**src/rtl/trans_pkg.sv**
```systemverilog
// Shared constants, payload type and sizing helpers for the trans_fifo slice.
package trans_pkg;

  localparam int unsigned TRANS_DW   = 8;
  localparam int unsigned DROP_CNT_W = 16;
  localparam int unsigned XFER_CNT_W = 32;

  // Default-width payload word, used by the verification environment.
  typedef struct packed {
    logic [TRANS_DW-1:0] d;
  } trans_word_t;

  // Occupancy width: counts 0..depth inclusive.
  function automatic int unsigned lvl_w(input int unsigned depth);
    return $clog2(depth) + 1;
  endfunction

  // Address width of the backing RAM (depth-1 entries, at least one bit).
  function automatic int unsigned ram_aw(input int unsigned depth);
    return (depth > 2) ? $clog2(depth - 1) : 1;
  endfunction

endpackage

```
**src/rtl/trans_fifo_ram.sv**
```systemverilog
// Simple dual-port storage: registered write, combinational read, no reset.
module trans_fifo_ram #(
  parameter int unsigned DW = 8,
  parameter int unsigned N  = 15,
  parameter int unsigned AW = 4
) (
  input  logic          clk,
  input  logic          we,
  input  logic [AW-1:0] waddr,
  input  logic [DW-1:0] wdata,
  input  logic [AW-1:0] raddr,
  output logic [DW-1:0] rdata
);

  logic [DW-1:0] mem [N];

  always_ff @(posedge clk) begin
    if (we) mem[waddr] <= wdata;
  end

  assign rdata = mem[raddr];

endmodule

```
**src/rtl/trans_fifo.sv**
```systemverilog
// Buffered rx->tx pass-through with show-ahead output register and overflow flag.
// Optional counters drop_cnt/xfer_cnt when TRANS_FIFO_STATS_EN is defined.
module trans_fifo
  import trans_pkg::*;
#(
  parameter int unsigned DW    = 8,
  parameter int unsigned DEPTH = 16,
  parameter int unsigned AF_TH = DEPTH - 2
) (
  input  logic                    clk,
  input  logic                    rst_en,
  input  logic                    en,
  input  logic [DW-1:0]           rxd,
  input  logic                    rx_dv,
  input  logic                    tx_rdy,
  output logic [DW-1:0]           txd,
  output logic                    tx_en,
  output logic                    full,
  output logic                    almost_full,
  output logic                    empty,
  output logic [lvl_w(DEPTH)-1:0] level,
  output logic                    ovf
`ifdef TRANS_FIFO_STATS_EN
  ,
  output logic [DROP_CNT_W-1:0]   drop_cnt,
  output logic [XFER_CNT_W-1:0]   xfer_cnt
`endif
);

  localparam int unsigned   LW       = lvl_w(DEPTH);
  localparam int unsigned   AW       = ram_aw(DEPTH);
  localparam logic [AW-1:0] PTR_LAST = AW'(DEPTH - 2);

  logic          push, pop, drop;
  logic          ram_empty, direct, ram_wr, ram_rd;
  logic [AW-1:0] wr_ptr, rd_ptr, wr_ptr_nxt, rd_ptr_nxt;
  logic [DW-1:0] ram_rdata;
  logic [LW-1:0] level_nxt;

  // Pointers wrap over the DEPTH-1 RAM entries, which need not be a power of two.
  function automatic logic [AW-1:0] ptr_inc(input logic [AW-1:0] p);
    return (p == PTR_LAST) ? '0 : p + AW'(1);
  endfunction

  assign full        = (level == LW'(DEPTH));
  assign almost_full = (level >= LW'(AF_TH));
  assign empty       = (level == '0);

  // The output register always fills first, so level<=1 means the RAM is empty.
  always_comb begin
    push       = en && rx_dv && !full;
    drop       = en && rx_dv && full;
    pop        = en && tx_en && tx_rdy;
    ram_empty  = (level <= LW'(1));
    direct     = push && ram_empty && (!tx_en || pop);
    ram_wr     = push && !direct;
    ram_rd     = pop && !ram_empty;
    wr_ptr_nxt = ram_wr ? ptr_inc(wr_ptr) : wr_ptr;
    rd_ptr_nxt = ram_rd ? ptr_inc(rd_ptr) : rd_ptr;
    level_nxt  = level;
    case ({push, pop})
      2'b10:   level_nxt = level + LW'(1);
      2'b01:   level_nxt = level - LW'(1);
      default: level_nxt = level;
    endcase
  end

  trans_fifo_ram #(
    .DW(DW),
    .N (DEPTH - 1),
    .AW(AW)
  ) u_ram (
    .clk  (clk),
    .we   (ram_wr),
    .waddr(wr_ptr),
    .wdata(rxd),
    .raddr(rd_ptr),
    .rdata(ram_rdata)
  );

  always_ff @(posedge clk or posedge rst_en) begin
    if (rst_en) begin
      txd    <= '0;
      tx_en  <= 1'b0;
      level  <= '0;
      ovf    <= 1'b0;
      wr_ptr <= '0;
      rd_ptr <= '0;
    end else begin
      level  <= level_nxt;
      wr_ptr <= wr_ptr_nxt;
      rd_ptr <= rd_ptr_nxt;
      if (drop) ovf <= 1'b1;
      // Refill from RAM head, else bypass the incoming word, else go invalid; txd keeps its value.
      if (ram_rd) begin
        txd   <= ram_rdata;
        tx_en <= 1'b1;
      end else if (direct) begin
        txd   <= rxd;
        tx_en <= 1'b1;
      end else if (pop) begin
        tx_en <= 1'b0;
      end
    end
  end

`ifdef TRANS_FIFO_STATS_EN
  always_ff @(posedge clk or posedge rst_en) begin
    if (rst_en) begin
      drop_cnt <= '0;
      xfer_cnt <= '0;
    end else begin
      if (drop && (drop_cnt != '1)) drop_cnt <= drop_cnt + DROP_CNT_W'(1);
      if (pop) xfer_cnt <= xfer_cnt + XFER_CNT_W'(1);
    end
  end
`endif

endmodule
```
**config.mk**
```make
export PLATFORM = sky130hd
export DESIGN_NAME = trans_fifo
export DESIGN_NICKNAME = d
export VERILOG_FILES = /design/src/rtl/trans_pkg.sv /design/src/rtl/trans_fifo_ram.sv /design/src/rtl/trans_fifo.sv
export SDC_FILE = /design/constraint.sdc
export NUM_CORES = 1
export LEC_CHECK = 0
export BUFFER_PORTS_ARGS = -buffer_cell sky130_fd_sc_hd__buf_2
export CORE_UTILIZATION = 35
export CTS_CLUSTER_DIAMETER = 60
export DETAILED_ROUTE_END_ITERATION = 6
export SYNTH_ARGS = -nofsm -noshare
export SYNTH_HDL_FRONTEND = slang
export SYNTH_SLANG_ARGS = --single-unit
```
**constraint.sdc**
```tcl
create_clock -name clk -period 3.6 [get_ports clk]
set_input_delay 0.36 -clock clk [delete_from_list [all_inputs] [get_ports clk]]
set_output_delay 0.36 -clock clk [all_outputs]
set_load 0.005 [all_outputs]
```
# Word level (Yosys, flattened, before mapping)
# Memories as Yosys holds them, arrays and structs flattened.
# Index checks and enable logic that the tools add are counted.
[classes]
reduce_logical = 18
n_div = 0
n_mux = 10
mul = 0
n_bitwise = 0
magnitude_cmp = 2
n_addsub = 4
n_shift = 0
eq_ne = 5
[ops]
columns = ["operator", "count"]
rows = [
  ["$mux W8", 2],
  ["$pmux W5 S2", 1],
  ["$logic_and A1 B1 Y1", 9],
  ["$add A4 B1 Y4 const B", 2],
  ["$eq A4 B4 Y1 const B", 2],
  ["$mux W4", 2],
  ["$add A5 B1 Y5 const B", 1],
  ["$eq A5 B5 Y1 const B", 1],
  ["$ge A5 B4 Y1 const B", 1],
  ["$le A5 B1 Y1 const B", 1],
  ["$logic_not A5 Y1", 1],
  ["$mux W1", 5],
  ["$sub A5 B1 Y5 const B", 1],
  ["$logic_not A1 Y1", 4],
  ["$reduce_bool A2 Y1", 2],
  ["$reduce_bool A3 Y1", 1],
  ["$eq A2 B1 Y1 const B", 1],
  ["$eq A2 B2 Y1 const B", 1],
  ["$logic_or A1 B1 Y1", 1],
]
[totals]
rom_bits = 0
ram_bits = 120
memories = 1
latch_bits = 0
reg_bits = 23
output_inout_bits = 18
input_bits = 13
[mem_list]
columns = ["memory", "depth", "width", "read_ports", "rd_clocked_by_memory_dff", "write_ports", "line", "rtl"]
rows = [
  ["u_ram.mem", 15, 8, 1, 0, 1, "trans_fifo_ram.sv:15", "logic [DW-1:0] mem [N];"],
]

# Logic depth before layout (Yosys ltp)
# Gate-level depths: netlist of run 1.
[depth]
ltp_word = 9
mapped_depth = 10
ltp_nobuf = 10

# By module
# From an unflattened synthesis of run 1, not the netlist that was laid out.
[hier_totals]
hier_cells = 336
hier_area_um2 = 6010.8
[by_module_without_submodules]
columns = ["module", "seq_area_each_um2", "cells_each", "instances", "area_per_inst_um2"]
rows = [
  ["trans_fifo_ram", 3603.5, 221, 1, 4705.8],
  ["trans_fifo", 575.6, 115, 1, 1305.0],
]

# Least setup slack after synthesis of run 1
# No wires, ideal clock.
[synth_path]
kind = "reg2reg"
start = "register level[0]"
end = "memory u_ram.mem[0][0], enable pin"
path_slack_ps = 932
arrival_ps = 2285
synth_period_minus_slack_ps = 2668
required_ps = 3217
path_stages_with_launch = 8
cell_sequence = "dfrtp_1 -> inv_1 -> ha_1 -> nor4bb_4 -> nor2_2 -> nand2_1 -> or3_1 -> nor3_1"
[synth_via]
elab_chain_cells = 9
elab_cells_between_ends = 10
[synth_rtl]
columns = ["item", "line", "rtl"]
rows = [
  ["from (decl)", "trans_fifo.sv:21", "output logic [lvl_w(DEPTH)-1:0] level,"],
  ["from (signal assigned)", "trans_fifo.sv:90", "level <= level_nxt;"],
  ["$eq A5 B5 Y1 (*)", "trans_fifo.sv:45", "assign full = (level == LW'(DEPTH));"],
  ["net full", "trans_fifo.sv:18", "output logic full,"],
  ["$logic_not A1 Y1 (*)", "trans_fifo.sv:51", "push = en && rx_dv && !full;"],
  ["$logic_and A1 B1 Y1 (*)", "trans_fifo.sv:51", ""],
  ["$logic_and A1 B1 Y1 (2 in a row)", "trans_fifo.sv:55", "direct = push && ram_empty && (!tx_en || pop);"],
  ["$logic_not A1 Y1", "trans_fifo.sv:56", "ram_wr = push && !direct;"],
  ["$logic_and A1 B1 Y1 (*)", "trans_fifo.sv:56", ""],
  ["$mux W1 (*)", "trans_fifo_ram.sv:18", "if (we) mem[waddr] <= wdata;"],
  ["$mux W1 (implied by the code) (*)", "trans_fifo_ram.sv:18", ""],
  ["to (decl)", "trans_fifo_ram.sv:15", ""],
]
# The timed path passes the listed nets; every way through them passes the cells marked *.

# Worst setup path after layout of run 1
[layout_path]
start = "register level[0]"
end = "memory u_ram.mem[8][3], enable pin"
[layout_via]
elab_chain_cells = 9
elab_cells_between_ends = 10
[layout_rtl]
columns = ["item", "line"]
rows = [
  ["branches (longest 6 deep; another with $le A5 B1 Y1)", "-"],
  ["$logic_and A1 B1 Y1 (*)", "trans_fifo.sv:56"],
  ["$mux W1 (*)", "trans_fifo_ram.sv:18"],
  ["$mux W1 (implied by the code) (*)", "trans_fifo_ram.sv:18"],
]
# Every way passes the cells marked *.

==> impl_metrics.csv, run 1 <==
group,metric,value,unit
power_and_ir_drop,seqPwrFrac,42.1,%
timing,rsz0062_at_grt,"no",
routing,final_antenna_net_count,0,
timing,holdWs,0.1756,ns
worst_setup_path,r2r_cells,7,
worst_setup_path,rr_endpoint,"u_ram.mem[8][3]$_DFFE_PP_",
worst_setup_path,crit_path_end_kind,"register",
worst_setup_path,required,3.64,ns
final_layout,area_delta_synth_final,16.96,%
synthesis,synth_area_leader_cell,"edfxtp_1",
routing,dr_total_vias,3377,
synthesis,ys_seq_elements,143,
place,gp_congestion,0.7741,
routing,viasPerCell,5.318,
routing,dr.pass1.iters,5,
timing,tns,0,ns
timing,maxSlewViolCount,0,
place,placed_cells,603,
routing,drc,0,
flow_run,cap_violations,0,
timing,period_share,79.49,%
clock_tree,clock_latency,0.42,ns
die,die-area,17750,sq um
global_route,antenna_found_initial,0,
power_and_ir_drop,power.switching,1.677,mW
routing,postRouteWirelength,13250,um
synthesis,netlist_area,6028,sq um
clock_tree,clk_path_buf_depth,2,
die,die_h,133.2,um
routing,drtIter0Drc,348,
synthesis,syn_avg_cell_area,16.75,sq um
die,die_w,133.2,um
clock_tree,cts_made_buffers,17,
power_and_ir_drop,pwr-share-clk,33.3,%
final_layout,nets,421,
place,port_buffers,30,
power_and_ir_drop,vdd_drop_max,405.4,uV
timing,setup-violations-final,0,
clock_tree,cts_root_buffer,"clkbuf_16",
worst_setup_path,r2r_slack,0.74,ns
final_layout,n_antenna_cell,0,
worst_hold_path,hp-class,"input port to asynchronous set/reset pin",
die,initial_core_util,36.10,%
clock_tree,cts_setup_buffers,0,
final_layout,fillers,1474,
worst_setup_path,crit_arrival,2.90,ns
synthesis,synth-edff-count,120,
timing,skew,0.008336,ns
clock_tree,cts_sinks,143,
timing,worstMarginPinSlew,1.003,ns
power_and_ir_drop,switching_share,30.42,%
synthesis,synth_nets,379,
clock_tree,cts_hold_buf,0,
die,ios,31,
power_and_ir_drop,power_leakage,2.443,nW
power_and_ir_drop,combPwrFrac,24.6,%
synthesis,synth_top_area_share,59.78,%
synthesis,ys_types,53,
die,core,16700,sq um
die,rows,47,
global_route,grt-ovfl-total,0,
global_route,grt_pass1_vias,3306,
power_and_ir_drop,intPower,3.837,mW
power_and_ir_drop,powerDensity,782.2,nW/um^2
global_route,grt_max_degree,34,
synthesis,ys.flop_type,"edfxtp_1",
place,place_hpwl,8533,um
clock_tree,clk_pin_slew,0.06,ns
timing,relSlewSlack,33.04,%
synthesis,synth_cells,360,
timing,fin_crit,2.862,ns
timing,fmax,0.3494,GHz
run_status,status,"completed",
worst_setup_path,path_max_fanout,9,
timing,hold_violations,0,
synthesis,synth.area.top_cells,"edfxtp_1 60%, dfrtp_1 9.5%, mux4_2 5.6%",
global_route,grt_pass1_wl,20030,um
worst_setup_path,critPathKind,"register to register",
worst_setup_path,reg2reg_from,"level[0]$_DFFE_PP0P_",
final_layout,layout-drive-gt1-share,23.61,%
worst_setup_path,critPathLaunchType,"register",
clock_tree,htreeDepth,4,
final_layout,final_common_cell,"edfxtp_1",
global_route,grt_use_total,15.79,%
synthesis,ys.warnings.count,0,
synthesis,synthArstFlopShare,16.08,%
final_layout,finalNonFillerCells,635,
clock_tree,tritoncts,"built",
final_layout,mostFrequentLayoutCells,"120 x edfxtp_1, 30 x buf_2, 23 x nand2_1, 22 x dfrtp_1, 19 x nor2_1",
clock_tree,ctsResizeCount,0,
routing,wl_per_cell,20.86,um
synthesis,seq_area_frac_synth,69.32,%
-- stage by stage --
step	instance area, sq um	setup slack, ns	util, %	total power [mW]
2_1_floorplan	6028	0.9319	-	3.280
3_3_place_gp	6427	0.8721	38.49	3.681
3_5_place_dp	6427	0.7434	38.49	3.709
4_1_cts	7051	0.7284	42.22	5.554
5_1_grt	7051	0.5086	42.22	5.772
6_report	7051	0.7382	42.22	5.515
-- sequential cells by signal, indices dropped and copies added, names as in the netlist --
register,flops
rd_ptr,4
ovf,1
level,5
tx_en,1
wr_ptr,4
txd,8
u_ram.mem,120
-- worst max-delay path, stage by stage, from the launching register on --
cell,delay (ns)
dfrtp_1,0.50
inv_1,0.13
ha_1,0.23
nor4bb_4,0.16
nor2_2,0.33
nand2_1,0.16
or3_1,0.41
nor2_1,0.57
-- worst max path at each step --
stage / from / endpoint / slack, ns / depth (start not counted)
global route: level[0]$_DFFE_PP0P_ / u_ram.mem[8][3]$_DFFE_PP_ / 0.51 / 7
detailed placement: level[0]$_DFFE_PP0P_ / u_ram.mem[8][1]$_DFFE_PP_ / 0.74 / 7
finish: level[0]$_DFFE_PP0P_ / u_ram.mem[8][3]$_DFFE_PP_ / 0.74 / 7
CTS: level[0]$_DFFE_PP0P_ / u_ram.mem[8][3]$_DFFE_PP_ / 0.73 / 7
floorplan: level[0]$_DFFE_PP0P_ / u_ram.mem[0][0]$_DFFE_PP_ / 0.93 / 7
global placement: level[0]$_DFFE_PP0P_ / u_ram.mem[8][7]$_DFFE_PP_ / 0.87 / 7
-- cell usage after synthesis, types with 6 or more instances --
master,number
a21oi_1,6
a31oi_1,6
buf_2,6
clkbuf_1,7
dfrtp_1,23
edfxtp_1,120
ha_1,6
inv_1,7
mux2i_1,13
mux4_1,10
mux4_2,15
nand2_1,23
nand2b_1,7
nand3_1,7
nor2_1,19
nor3_1,8
o211ai_1,7
o21ai_0,15
-- metal layers --
| metal | up-vias | part of all wire [%] | global-route usage [%] | routed length, um |
|---|---|---|---|---|
| met5 | - | 0 | 0 | 0 |
| met4 | 0 | 1.0 | 4.735 | 136 |
| met3 | 12 | 6.6 | 4.833 | 871 |
| met2 | 129 | 49 | 24.62 | 6433 |
| met1 | 1717 | 44 | 21.23 | 5806 |
| li1 | 1519 | - | - | - |
-- cell families (layout without fill, tap and decap cells) --
logic type,count (synthesis),after routing,share of synthesized area (%)
AO/OA/AOI/OAI,61,61,7.203
multiplexers,39,39,12.31
buffers and inverters,27,82,2.553
AND/OR/NAND/NOR,79,79,6.642
flip-flops,143,143,69.32
XOR/XNOR,5,5,0.7266
adder cells (fa/ha/maj),6,6,1.245
-- cell type report --
type                       instances  area [sq um]  area share, %
inverter                           8         30.03         0.4259
tap                              220         275.3          3.904
multi-input combinational        190          1702          24.13
timing repair buffer              42         240.2          3.407
clock buffer                      21         460.4          6.531
clock inverter                    11         162.7          2.307
sequential                       143          4180          59.29
-- power by group through the flow --
| stage | Clock, mW | Combinational (mW) | Sequential [mW] |
|---|---|---|---|
| floorplan | 0 | 1.14 | 2.14 |
| global placement | 0 | 1.34 | 2.34 |
| detailed placement | 0 | 1.36 | 2.35 |
| CTS | 1.87 | 1.37 | 2.32 |
| global route | 1.93 | 1.48 | 2.36 |
| finish | 1.84 | 1.36 | 2.32 |
Note: power is estimated with default switching activity, not from simulation.
==> run 2, diff against run 1 <==
ABC_AREA = 1   (was not set)
clock period = 2.8 ns   (was 3.6 ns; I/O delays follow)
==> run 2 against run 1 <==
Core utilization is 0.62 points lower; sequential power is 17% higher; clock-buffer cell count is 3 lower; clock skew is 0.0013 ns lower; die area is 5.3% higher; maximum frequency is 14% higher; area after synthesis is 5.4% higher; sequential share of layout area is 2.0 points lower; synthesized cell count is 75% higher; global-route usage is 0.98 points higher; combinational power is 46% higher; routed wire length is 9.1% higher; critical path type unchanged; critical endpoint is now u_ram.mem[3][5]$_DFFE_PP_; largest power group unchanged.
==> impl_metrics.csv, run 2 <==
group,metric,value,unit
run_status,status,"completed",
final_layout,area_delta_synth_final,14.83,%
power_and_ir_drop,power_leakage,3.024,nW
final_layout,largest_reg_flops,120,
final_layout,top_register,"u_ram.mem",
synthesis,synth_common_cells,"215 x nand2_1, 120 x edfxtp_1, 72 x inv_1",
clock_tree,cts_made_buffers,17,
synthesis,ys_types,36,
global_route,busiest_layer,"met2",
place,place_hpwl,9584,um
global_route,grt_max_degree,55,
global_route,grt-ovfl-total,0,
clock_tree,cts_root_buffer,"clkbuf_16",
worst_setup_path,crit_arrival,2.55,ns
power_and_ir_drop,combPwrFrac,28.9,%
worst_setup_path,crit_path_end_kind,"register",
final_layout,final_common_cell,"nand2_1",
global_route,grt_use_total,16.77,%
synthesis,synth_top_area_share,56.73,%
worst_setup_path,critPathLaunchType,"register",
timing,hold_violations,0,
clock_tree,htreeDepth,4,
final_layout,mostFrequentLayoutCells,"215 x nand2_1, 120 x edfxtp_1, 72 x inv_1, 69 x nand3_1, 33 x nor2_1",
power_and_ir_drop,intPower,4.472,mW
routing,final_antenna_net_count,0,
synthesis,yosysMostFrequentCell,"nand2_1",
global_route,gr-usage-met1,21.00,%
timing,holdWs,0.09726,ns
synthesis,ys.warnings.count,0,
power_and_ir_drop,p_total,6.847,mW
routing,drc,0,
clock_tree,cts_sinks,143,
final_layout,reg_top3,"u_ram.mem (120), txd (8), level (5)",
place,placed_area,6724,sq um
synthesis,ys_seq_elements,143,
global_route,gr-usage-met3,2.778,%
flow_run,cap_violations,0,
power_and_ir_drop,switching_share,34.68,%
worst_setup_path,required,2.84,ns
die,die_h,136.7,um
synthesis,synthArstFlopShare,16.08,%
synthesis,seq_area_frac_synth,65.79,%
timing,setup-violations-final,0,
timing,fmax,0.3987,GHz
die,initial_core_util,36.22,%
final_layout,multiInputGateArea,1765,sq um
final_layout,stdcell_area,7295,sq um
timing,maxSlewViolCount,0,
synthesis,synth_nets,648,
global_route,antenna_found_initial,0,
timing,rsz0062_at_grt,"no",
clock_tree,clock_latency,0.41,ns
global_route,grt_pass1_wl,22610,um
routing,dr.pass1.iters,5,
global_route,grt_pass1_vias,4269,
timing,worstMarginPinSlew,0.9828,ns
timing,fin_crit,2.508,ns
die,die-area,18690,sq um
clock_tree,clk_path_buf_depth,2,
worst_setup_path,critPathKind,"register to register",
clock_tree,ctsResizeCount,0,
die,rows,48,
final_layout,layout-drive-gt1-share,12.91,%
power_and_ir_drop,vdd_drop_max,477.1,uV
die,ios,31,
place,port_buffers,30,
clock_tree,cts_setup_buffers,0,
clock_tree,tritoncts,"built",
synthesis,netlist_area,6352,sq um
routing,postRouteWirelength,14460,um
routing,wl_per_cell,16.08,um
synthesis,ys.flop_type,"edfxtp_1",
power_and_ir_drop,powerDensity,938.6,nW/um^2
die,core,17540,sq um
final_layout,seq_area,4179,sq um
synthesis,synth-edff-count,120,
power_and_ir_drop,seqPwrFrac,39.6,%
routing,drtIter0Drc,407,
timing,skew,0.007023,ns
final_layout,nets,681,
clock_tree,cts_hold_buf,0,
routing,dr_total_vias,4305,
place,gp_congestion,0.9080,
synthesis,synth_cells,629,
clock_tree,clk_pin_slew,0.06,ns
final_layout,fillers,1674,
timing,period_share,89.59,%
global_route,grtUsageMet2,27.69,%
synthesis,synth_area_leader_cell,"edfxtp_1",
worst_setup_path,path_max_fanout,8,
synthesis,syn_avg_cell_area,10.10,sq um
final_layout,n_antenna_cell,0,
timing,tns,0,ns
synthesis,synth.area.top_cells,"edfxtp_1 57%, nand2_1 13%, dfrtp_1 9.1%",
die,die_w,136.7,um
worst_hold_path,hp-class,"input port to asynchronous set/reset pin",
power_and_ir_drop,power.switching,2.375,mW
routing,viasPerCell,4.789,
power_and_ir_drop,pwr-share-clk,31.5,%
timing,relSlewSlack,34.41,%
[run 2: through the flow]
stage | instances | utilization [%] | setup slack, ns
global placement | 868 | 38.34 | 0.4128
finish | 899 | 41.60 | 0.2916
CTS | 899 | 41.60 | 0.2926
floorplan | 629 | - | 0.4274
detailed placement | 868 | 38.34 | 0.3183
global route | 899 | 41.60 | 0.06127
[run 2: power by group through the flow]
stage | Combinational [mW] | Sequential [mW] | Clock [mW]
2_1_floorplan | 1.39 | 2.72 | 0
3_3_place_gp | 1.95 | 2.74 | 0
3_5_place_dp | 1.97 | 2.75 | 0
4_1_cts | 1.98 | 2.71 | 2.19
5_1_grt | 2.23 | 2.74 | 2.27
6_report | 1.98 | 2.71 | 2.15
[run 2: routing by layer]
layer,share of wire [%],up-vias,routed length [um]
li1,-,2120,-
met1,43,2039,6195
met5,0,-,0
met3,4.8,29,696
met2,49,117,7052
met4,3.5,0,512
[run 2: cells by family after synthesis]
family	share of synthesized area, %
AND/OR/NAND/NOR	23.34
flip-flops	65.79
buffers and inverters	6.421
AO/OA/AOI/OAI	2.580
adder cells (fa/ha/maj)	1.182
XOR/XNOR	0.6895
[run 2: area by class of cell]
class	instances	share of cell area, %
Sequential cell	143	57.29
Timing Repair Buffer	37	2.779
Multi-Input combinational cell	385	24.20
Tap cell	225	3.859
Inverter	78	4.048
Clock inverter	13	1.938
Clock buffer	18	5.883
[run 2: worst paths after layout]
| kind | to | from | cells after the start | slack (ns) |
|---|---|---|---|---|
| setup / recovery | u_ram.mem[3][5]$_DFFE_PP_ | level[0]$_DFFE_PP0P_ | 9 | 0.29 |
| hold / removal | level[0]$_DFFE_PP0P_ | rst_en | 2 | 0.1 |
| max in group asynchronous | txd[2]$_DFFE_PP0P_ | rst_en | 2 | 2.10 |
| min in group clk | ovf$_DFFE_PP0P_ | rx_dv | 3 | 0.18 |
| setup reg to reg | u_ram.mem[3][5]$_DFFE_PP_ | level[0]$_DFFE_PP0P_ | 9 | 0.29 |
| hold reg to reg | txd[5]$_DFFE_PP0P_ | txd[5]$_DFFE_PP0P_ | 2 | 0.48 |
[run 2: critical path, stage by stage (launching register included)]
cell	delay [ns]
dfrtp_1	0.47
inv_1	0.13
ha_1	0.23
nand2_1	0.06
inv_1	0.05
a21oi_2	0.17
nand2_1	0.15
inv_2	0.16
nand2_1	0.15
nor2_1	0.56
